## config.mk

```make
export PLATFORM = sky130hd
export DESIGN_NAME = mem_rr_scheduler
export DESIGN_NICKNAME = d
export VERILOG_FILES = /design/src/rtl/mem_rr_scheduler.sv
export SDC_FILE = /design/constraint.sdc
export NUM_CORES = 1
export LEC_CHECK = 0
export BUFFER_PORTS_ARGS = -buffer_cell sky130_fd_sc_hd__buf_4
export CAP_MARGIN = 20
export CORE_MARGIN = 2
export CORE_UTILIZATION = 34
export CTS_CLUSTER_DIAMETER = 80
export DETAILED_ROUTE_END_ITERATION = 8
export PLACE_DENSITY = 0.84
export SYNTH_ARGS = -nofsm -noshare
export SYNTH_HDL_FRONTEND = slang
export SYNTH_SLANG_ARGS = --single-unit
```

## constraint.sdc

```tcl
create_clock -name clk -period 2.4 [get_ports clk]
set_clock_uncertainty 0.15 [all_clocks]
set_input_delay 0.24 -clock clk [delete_from_list [all_inputs] [get_ports clk]]
set_output_delay 0.24 -clock clk [all_outputs]
set_load 0.005 [all_outputs]
```

## src/rtl/mem_rr_scheduler.sv

```systemverilog
// Round-robin scheduler granting one of three requesters access to a shared memory bus,
// with a hold limit that preempts a long-running grantee when another requester is waiting.
module mem_rr_scheduler #(
  parameter int ADDR_W   = 8,
  parameter int DATA_W   = 32,
  parameter int MAX_HOLD = 16
) (
  input  logic              clk,
  input  logic              rst_n,
  input  logic [2:0]        requestingMemory,
  input  logic [ADDR_W-1:0] addr1,
  input  logic [ADDR_W-1:0] addr2,
  input  logic [ADDR_W-1:0] addr3,
  input  logic [DATA_W-1:0] dataToMem1,
  input  logic [DATA_W-1:0] dataToMem2,
  input  logic [DATA_W-1:0] dataToMem3,
  input  logic              readWrite1,
  input  logic              readWrite2,
  input  logic              readWrite3,
  output logic [2:0]        grantedAccess,
  output logic              enabled,
  output logic [ADDR_W-1:0] address,
  output logic [DATA_W-1:0] dataToMem,
  output logic              readWrite,
  output logic [2:0]        preempted
);

  typedef enum logic [1:0] {IDLE, GRANT, RELEASE} state_t;

  localparam logic [7:0] HOLD_LAST = 8'(MAX_HOLD - 1);

  state_t     state, state_n;
  logic [2:0] grant_n, preempted_n;
  logic [7:0] hold_cnt, hold_cnt_n;
  logic [1:0] last_grant, last_grant_n;
  logic [1:0] cand1, cand2, cand3, win_idx;
  logic       grantee_req, other_req;

  function automatic logic [1:0] next_idx(input logic [1:0] i);
    return (i == 2'd2) ? 2'd0 : i + 2'd1;
  endfunction

  // Search order starts just after the previous winner, so the last grantee ranks lowest.
  assign cand1 = next_idx(last_grant);
  assign cand2 = next_idx(cand1);
  assign cand3 = next_idx(cand2);
  assign win_idx = requestingMemory[cand1] ? cand1 :
                   requestingMemory[cand2] ? cand2 : cand3;

  assign grantee_req = |(requestingMemory & grantedAccess);
  assign other_req   = |(requestingMemory & ~grantedAccess);

  // NOTE: every output of this block gets a default first, so no path leaves one unassigned
  // and no latch is inferred.
  always_comb begin
    state_n      = state;
    grant_n      = grantedAccess;
    preempted_n  = '0;
    hold_cnt_n   = hold_cnt;
    last_grant_n = last_grant;
    unique case (state)
      IDLE: begin
        if (|requestingMemory) begin
          grant_n      = 3'b001 << win_idx;
          last_grant_n = win_idx;
          hold_cnt_n   = '0;
          state_n      = GRANT;
        end
      end
      GRANT: begin
        // A voluntary release takes precedence over the hold-limit preemption.
        if (!grantee_req) begin
          grant_n = '0;
          state_n = RELEASE;
        end else if (hold_cnt == HOLD_LAST && other_req) begin
          grant_n     = '0;
          preempted_n = grantedAccess;
          state_n     = RELEASE;
        end else if (hold_cnt != HOLD_LAST) begin
          hold_cnt_n = hold_cnt + 8'd1;
        end
      end
      RELEASE: state_n = IDLE;
      default: state_n = IDLE;
    endcase
  end

  // NOTE: state registers use non-blocking assignments so every flop samples pre-edge values.
  always_ff @(posedge clk or negedge rst_n) begin
    if (!rst_n) begin
      state         <= IDLE;
      grantedAccess <= '0;
      preempted     <= '0;
      hold_cnt      <= '0;
      last_grant    <= 2'd2;
    end else begin
      state         <= state_n;
      grantedAccess <= grant_n;
      preempted     <= preempted_n;
      hold_cnt      <= hold_cnt_n;
      last_grant    <= last_grant_n;
    end
  end

  assign enabled = |grantedAccess;

  // The grant is one-hot or zero, so an AND-OR select yields 0 on an idle bus.
  always_comb begin
    address   = ({ADDR_W{grantedAccess[0]}} & addr1)
              | ({ADDR_W{grantedAccess[1]}} & addr2)
              | ({ADDR_W{grantedAccess[2]}} & addr3);
    dataToMem = ({DATA_W{grantedAccess[0]}} & dataToMem1)
              | ({DATA_W{grantedAccess[1]}} & dataToMem2)
              | ({DATA_W{grantedAccess[2]}} & dataToMem3);
    readWrite = (grantedAccess[0] & readWrite1)
              | (grantedAccess[1] & readWrite2)
              | (grantedAccess[2] & readWrite3);
  end

endmodule

```

==> qor.txt, run 1 <==
Crit path arrival time: 1.63 ns
Leakage: 1.70 nW
First-pass GRT wire length: 10.5 mm
Detail-routed via count per cell: 5.71
Die Wd: 71.1 µm
Setup Total Neg Slack: 0 ns
Site Rows: 24
Result of the run: finished, final reports clean
Leading post-synthesis cells by instance count: 43 x sky130_fd_sc_hd__inv_1, 42 x sky130_fd_sc_hd__a222oi_1, 17 x sky130_fd_sc_hd__dfrtp_1
Core Region: 4350 µm²
Wire length per cell: 17.2 µm
Fin cells: 406
Worst IR drop on VDD: 0.551 mV
CTS buffer count: 3
Top routing layer in use: met4
Buffer and inverter count on the worst path: 3
Internal cell power: 1.38 mW
Slew at the pin with the worst max-slew slack: 0.648 ns
Post-route fraction of the period consumed by the critical path: 0.842
Endpoint type of the worst setup path: output pin
Post-Synthesis Cells: 185
Register clock-pin slew on the reported worst setup and hold paths: 0.07 ns
Switching pwr: 0.932 mW
Sinks on the clock net: 18
Unrepaired setup endpoints after global routing: false
Headroom to the max-slew limit: 0.565
Maximum root-to-sink buffer count: 2
CP Data Required Time: 2.01 ns
Post-synth cell types: 35
Sequential share of power: 0.186
Most numerous cell in the Yosys netlist: sky130_fd_sc_hd__inv_1
Post-Syn Nets: 314
Initial standard-cell utilization of the core: 0.352
Vias post-DR: 2317
Chip height: 71.1 µm
Tot GR Track Use: 0.259
Grt ovf: 0
Hold Path Class: in2reg
Worst-case hold slack: 0.0925 ns
Max cap viols: 0
Final-report hold violation count: 0
Max Slew Vio Count: 0
Biggest cell delay along the critical path: 0.46 ns
Power share of the combinational group: 0.703
Achievable clock frequency: 495 MHz
Worst Path Class, Setup: reg2out
Number of enable flip-flop cells after synthesis: 0
Num ports: 176
Number of storage elements in the synthesis netlist: 18
Critical Path Slowest Stage Cell: sky130_fd_sc_hd__a222oi_1
Overall power: 2.31 mW
Count of nets left with antenna violations after detail routing: 0
Top cell by count, worst path: sky130_fd_sc_hd__buf_4
Finished Core Util: 0.675
Setup Fix Bufs, Post-CTS: 0
CTS tree: yes
Setup-violating endpoint count in the final report: 0
Aggregate routed wire length: 6.99 mm
Vias in the first global route: 2189
Syn avg cell area: 8.28 µm²
Final layout net count: 484
Dpl cells: 401
Cell chosen for the clock root: sky130_fd_sc_hd__clkbuf_8
Met3 wirelength from detailed routing: 784 µm
Detailed router's first-iteration violation count: 192
Number of iterations in the first detailed-routing pass: 8
HPWL after detailed placement: 5.47 mm
Setup slack of the most critical reg-to-reg path: 0.47 ns
Crit Path Max Fanout: 27
Total DRC errors in the routed layout: 0
CP Launch Type: register
Switching Fraction: 0.403
Critical Path, Cell by Cell: buf_4 > a222oi_1 > inv_1 > buf_4
Largest delay share family, worst path: buffers and inverters
Cell accounting for the most synthesized area: sky130_fd_sc_hd__dfrtp_1
Cell types occupying the most area after synthesis: sky130_fd_sc_hd__dfrtp_1 28%, sky130_fd_sc_hd__a222oi_1 27%, sky130_fd_sc_hd__inv_1 11%
Proportion of synthesized chip area in sequential cells: 0.295
Number of antenna cells inserted: 0
Portion of total power attributed to the clock network: 0.111
Number of buffer cells added on primary ports: 175
Antenna violations before repair: 0
Pin count of the biggest net entering global routing: 28
Total met2 wirelength after detailed routing: 3.52 mm
Area Growth Syn to Fin: 91.7%
Weighted congestion reported at the end of routability-driven placement: 0.869
Full die area: 5060 µm²
Met1 Routed Length: 2.57 mm
Time the final worst path needs with I/O delays and setup: 2.02 ns
Total standard cell area after synthesis: 1530 µm²
Fraction of final layout cells with drive strength greater than 1: 0.531
Pwr dens: 786 nW/µm²
Share of async-settable or async-resettable flops after synthesis: 1.00
Portion of synthesized cell area occupied by the leading cell type: 0.278
Synth Flop Type: sky130_fd_sc_hd__dfrtp_1
Clock latency on the worst-skew pair: 0.26 ns
H-Tree Level Count: 1
Yosys synthesis warning count: 0
flip-flops by register name (all words and copies together), names as in the netlist:
signal         cells
hold_cnt           8
grantedAccess      3
preempted          3
last_grant         2
state              2
cells by family after synthesis:
family,Yosys count,share of synthesized area
compound gates,65,0.387
xor+xnor,3,0.0171
buf+inv,60,0.160
fa+ha+maj,1,0.00816
flops,18,0.295
simple gates,38,0.133
final timing paths:
path                                      from                to  cells after the start
setup / recovery              grantedAccess[1]     dataToMem[30]                      4
hold / removal             requestingMemory[2]     last_grant[1]                      3
setup reg to reg              grantedAccess[1]  grantedAccess[0]                      4
hold reg to reg                    hold_cnt[0]       hold_cnt[0]                      1
max in group asynchronous                rst_n     last_grant[1]                      2
min in group asynchronous                rst_n     last_grant[0]                      2
per-layer routing:
layer  up-vias  track usage
met3        15       0.0712
met4         0       0.0755
li1       1065            -
met2       152        0.445
met5         -            0
met1      1085        0.315
cell type report:
| class | instances | area [µm²] |
|---|---|---|
| Clock buffer | 4 | 55.1 |
| Fill cell | 360 | 1420 |
| Inverter | 43 | 161 |
| Multi-Input combinational cell | 107 | 836 |
| Sequential cell | 18 | 452 |
| Tap cell | 52 | 65.1 |
| Timing Repair Buffer | 182 | 1370 |
power by group through the flow:
stage | Clock (mW) | Combinational (mW) | Sequential, mW
global placement | 0 | 1.60 | 0.423
global route | 0.264 | 1.78 | 0.438
CTS | 0.258 | 1.63 | 0.426
detailed placement | 0 | 1.62 | 0.431
floorplan | 0 | 0.809 | 0.415
finish | 0.257 | 1.62 | 0.429
cell usage in the layout (no fill, tap or decap), drive strengths merged, types with 4 or more instances in the layout:
cell / instances
nor2b: 5
a222oi: 42
nand3: 4
inv: 43
buf: 181
o31ai: 5
o21ai: 5
dfrtp: 17
clkbuf: 4
nor2: 7
nand2: 5
through the flow:
stage / cell area [µm²] / worst slack [ns]
final: 2940 / 0.380
after floorplan: 1530 / 0.557
after global placement: 2870 / 0.596
after CTS: 2940 / 0.403
after global routing: 2940 / 0.335
after detailed placement: 2870 / 0.550
repair_timing:
action / in CTS / in global routing
endpoints found under the hold margin: 18 / 0
hold buffers: 1 / 0
resized for setup: 0 / 0
worst min-delay path: cells and delay by family:
kind / cells / cell delay [ns]
simple gates: 1 / 0.07
compound gates: 1 / 0.06
buf+inv: 1 / 0.13
(Power assumes the default switching activity.)
==> run 2: changes to the inputs <==
--- a/config.mk
+++ b/config.mk
@@ -8,10 +8,10 @@
 export BUFFER_PORTS_ARGS = -buffer_cell sky130_fd_sc_hd__buf_4
 export CAP_MARGIN = 20
 export CORE_MARGIN = 2
-export CORE_UTILIZATION = 34
+export CORE_UTILIZATION = 31
 export CTS_CLUSTER_DIAMETER = 80
 export DETAILED_ROUTE_END_ITERATION = 8
-export PLACE_DENSITY = 0.84
+export PLACE_DENSITY = 0.81
 export SYNTH_ARGS = -nofsm -noshare
 export SYNTH_HDL_FRONTEND = slang
 export SYNTH_SLANG_ARGS = --single-unit
==> constraint.sdc (replaced) <==
create_clock -name clk -period 1.7 [get_ports clk]
set_clock_uncertainty 0.15 [all_clocks]
set_input_delay 0.17 -clock clk [delete_from_list [all_inputs] [get_ports clk]]
set_output_delay 0.17 -clock clk [all_outputs]
set_load 0.005 [all_outputs]
==> qor.txt, run 2 (same netlist as run 1, synthesis figures left out) <==
Chip height: 74.3 µm
Achievable clock frequency: 533 MHz
Num ports: 176
H-Tree Level Count: 1
Register clock-pin slew on the reported worst setup and hold paths: 0.07 ns
Clock latency on the worst-skew pair: 0.26 ns
Sequential share of power: 0.153
Area Growth Syn to Fin: 123%
Worst Path Class, Setup: reg2out
Critical register-to-register path startpoint: grantedAccess[0]
Fraction of final layout cells with drive strength greater than 1: 0.609
Result of the run: finished, violations left
Number of buffer cells added on primary ports: 175
Wire length per cell: 17.6 µm
Switching pwr: 1.49 mW
CTS buffer count: 3
Maximum root-to-sink buffer count: 2
Largest registers ranked by flip-flop count: hold_cnt x8, grantedAccess x3, preempted x3
Highest-count cells in the layout ignoring fill and taps: 193 x sky130_fd_sc_hd__buf_4, 43 x sky130_fd_sc_hd__inv_1, 42 x sky130_fd_sc_hd__a222oi_1, 16 x sky130_fd_sc_hd__dfrtp_1, 12 x sky130_fd_sc_hd__buf_6
Core Region: 4750 µm²
Endpoint type of the worst setup path: output pin
Initial standard-cell utilization of the core: 0.322
Count of nets left with antenna violations after detail routing: 0
Most frequent standard cell in the layout excluding fill and tap cells: sky130_fd_sc_hd__buf_4
Full die area: 5520 µm²
Max cap viols: 0
Min-Delay Path Depth: 3
Setup slack of the most critical reg-to-reg path: -0.09 ns
Crit Path Max Fanout: 7
Total DRC errors in the routed layout: 23
Pwr dens: 1160 nW/µm²
Number of iterations in the first detailed-routing pass: 9
Site Rows: 25
Worst IR drop on VDD: 0.492 mV
Pin count of the biggest net entering global routing: 29
Max Slew Vio Count: 0
Portion of total power attributed to the clock network: 0.090
Fin cells: 451
Finished Core Util: 0.718
Time the final worst path needs with I/O delays and setup: 1.88 ns
Headroom to the max-slew limit: 0.679
Tot GR Track Use: 0.242
Detailed router's first-iteration violation count: 245
Die Wd: 74.3 µm
Final-report hold violation count: 0
Setup Total Neg Slack: -4.61 ns
Power share of the combinational group: 0.757
Dpl cells: 426
HPWL after detailed placement: 5.32 mm
CP Launch Type: register
Cell chosen for the clock root: sky130_fd_sc_hd__clkbuf_8
Number of antenna cells inserted: 0
Sinks on the clock net: 18
Detail-routed via count per cell: 5.36
Failing checks: DRC, setup timing
Endpoint of the worst hold-timing path: last_grant[1]
Vias post-DR: 2419
Critical register-to-register path endpoint: hold_cnt[1]
Worst setup slack after layout: -0.178 ns
Fraction of met3 tracks used by global routing: 0.0650
Weighted congestion reported at the end of routability-driven placement: 0.837
Slew at the pin with the worst max-slew slack: 0.481 ns
Register-to-Register Path Depth: 7
Met1 track utilization from global routing: 0.304
Final layout net count: 514
Internal cell power: 2.48 mW
Fill count: 385
Post-route fraction of the period consumed by the critical path: 1.10
CTS tree: yes
First-pass GRT wire length: 10.3 mm
Hold Path Class: in2reg
Switching Fraction: 0.375
Max reg flops: 8
Vias in the first global route: 2086
Grt ovf: 0
Aggregate routed wire length: 7.93 mm
Largest register by flop count: hold_cnt
Most congested layer reported by global routing: met2
Global Route met2 Usage: 0.425
Overall power: 3.97 mW
Antenna violations before repair: 0
CP Data Required Time: 1.38 ns
Crit path arrival time: 1.56 ns
Unrepaired setup endpoints after global routing: true
Start point of the worst min-delay path: requestingMemory[2]
Leakage: 1.92 nW
Setup-violating endpoint count in the final report: 55
[run 2: critical path, stage by stage, from the launching register on]
cell                       delay, ns
sky130_fd_sc_hd__dfrtp_1        0.40
sky130_fd_sc_hd__buf_6          0.15
sky130_fd_sc_hd__a222oi_1       0.48
sky130_fd_sc_hd__inv_1          0.10
sky130_fd_sc_hd__buf_4          0.16
[run 2: how the worst max path moves through the flow]
stage / startpoint / depth (start not counted) / endpoint / slack [ns]
2_1_floorplan: grantedAccess[1] / 6 / grantedAccess[0] / -0.13
3_3_place_gp: hold_cnt[0] / 5 / hold_cnt[2] / 0.02
3_5_place_dp: hold_cnt[0] / 5 / hold_cnt[2] / -0.04
4_1_cts: grantedAccess[1] / 4 / dataToMem[27] / -0.14
5_1_grt: grantedAccess[1] / 5 / dataToMem[20] / -0.23
6_report: grantedAccess[1] / 4 / dataToMem[27] / -0.18
[run 2: power by group through the flow]
stage / registers (mW) / clock network (mW) / logic [mW]
finish: 0.609 / 0.358 / 3.00
floorplan: 0.586 / 0 / 1.15
global placement: 0.596 / 0 / 2.37
detailed placement: 0.603 / 0 / 2.40
global route: 0.623 / 0.389 / 3.22
CTS: 0.603 / 0.362 / 2.78
[run 2: cell type report]
cell class / instances / area (µm²) / area share
tap: 67 / 83.8 / 0.0246
inverter: 43 / 161 / 0.0473
sequential: 18 / 453 / 0.133
clock buffer: 4 / 55.1 / 0.0161
multi-input combinational: 107 / 917 / 0.269
timing repair buffer: 212 / 1740 / 0.511
[run 2: timing repair]
action	in CTS	in global routing
gates cloned	2	1
pin swaps	38	11
setup buffers	14	3
resized for setup	13	22
endpoints found under the hold margin	18	0
hold buffers	1	0
endpoints found under the setup margin	44	58
[run 2: per-layer routing]
layer | up-vias | share of wire
met5 | - | 0
met4 | 0 | 0.0042
met3 | 4 | 0.11
met2 | 135 | 0.51
met1 | 1151 | 0.38
li1 | 1129 | -
[run 2: through the flow]
step | area (µm²) | setup slack (ns) | hold slack [ns]
after global placement | 2980 | 0.0200 | -0.102
after detailed placement | 2980 | -0.0424 | -0.0952
after CTS | 3280 | -0.140 | 0.0321
after floorplan | 1540 | -0.131 | -0.276
after global routing | 3410 | -0.233 | 0.0306
final | 3410 | -0.178 | 0.0341
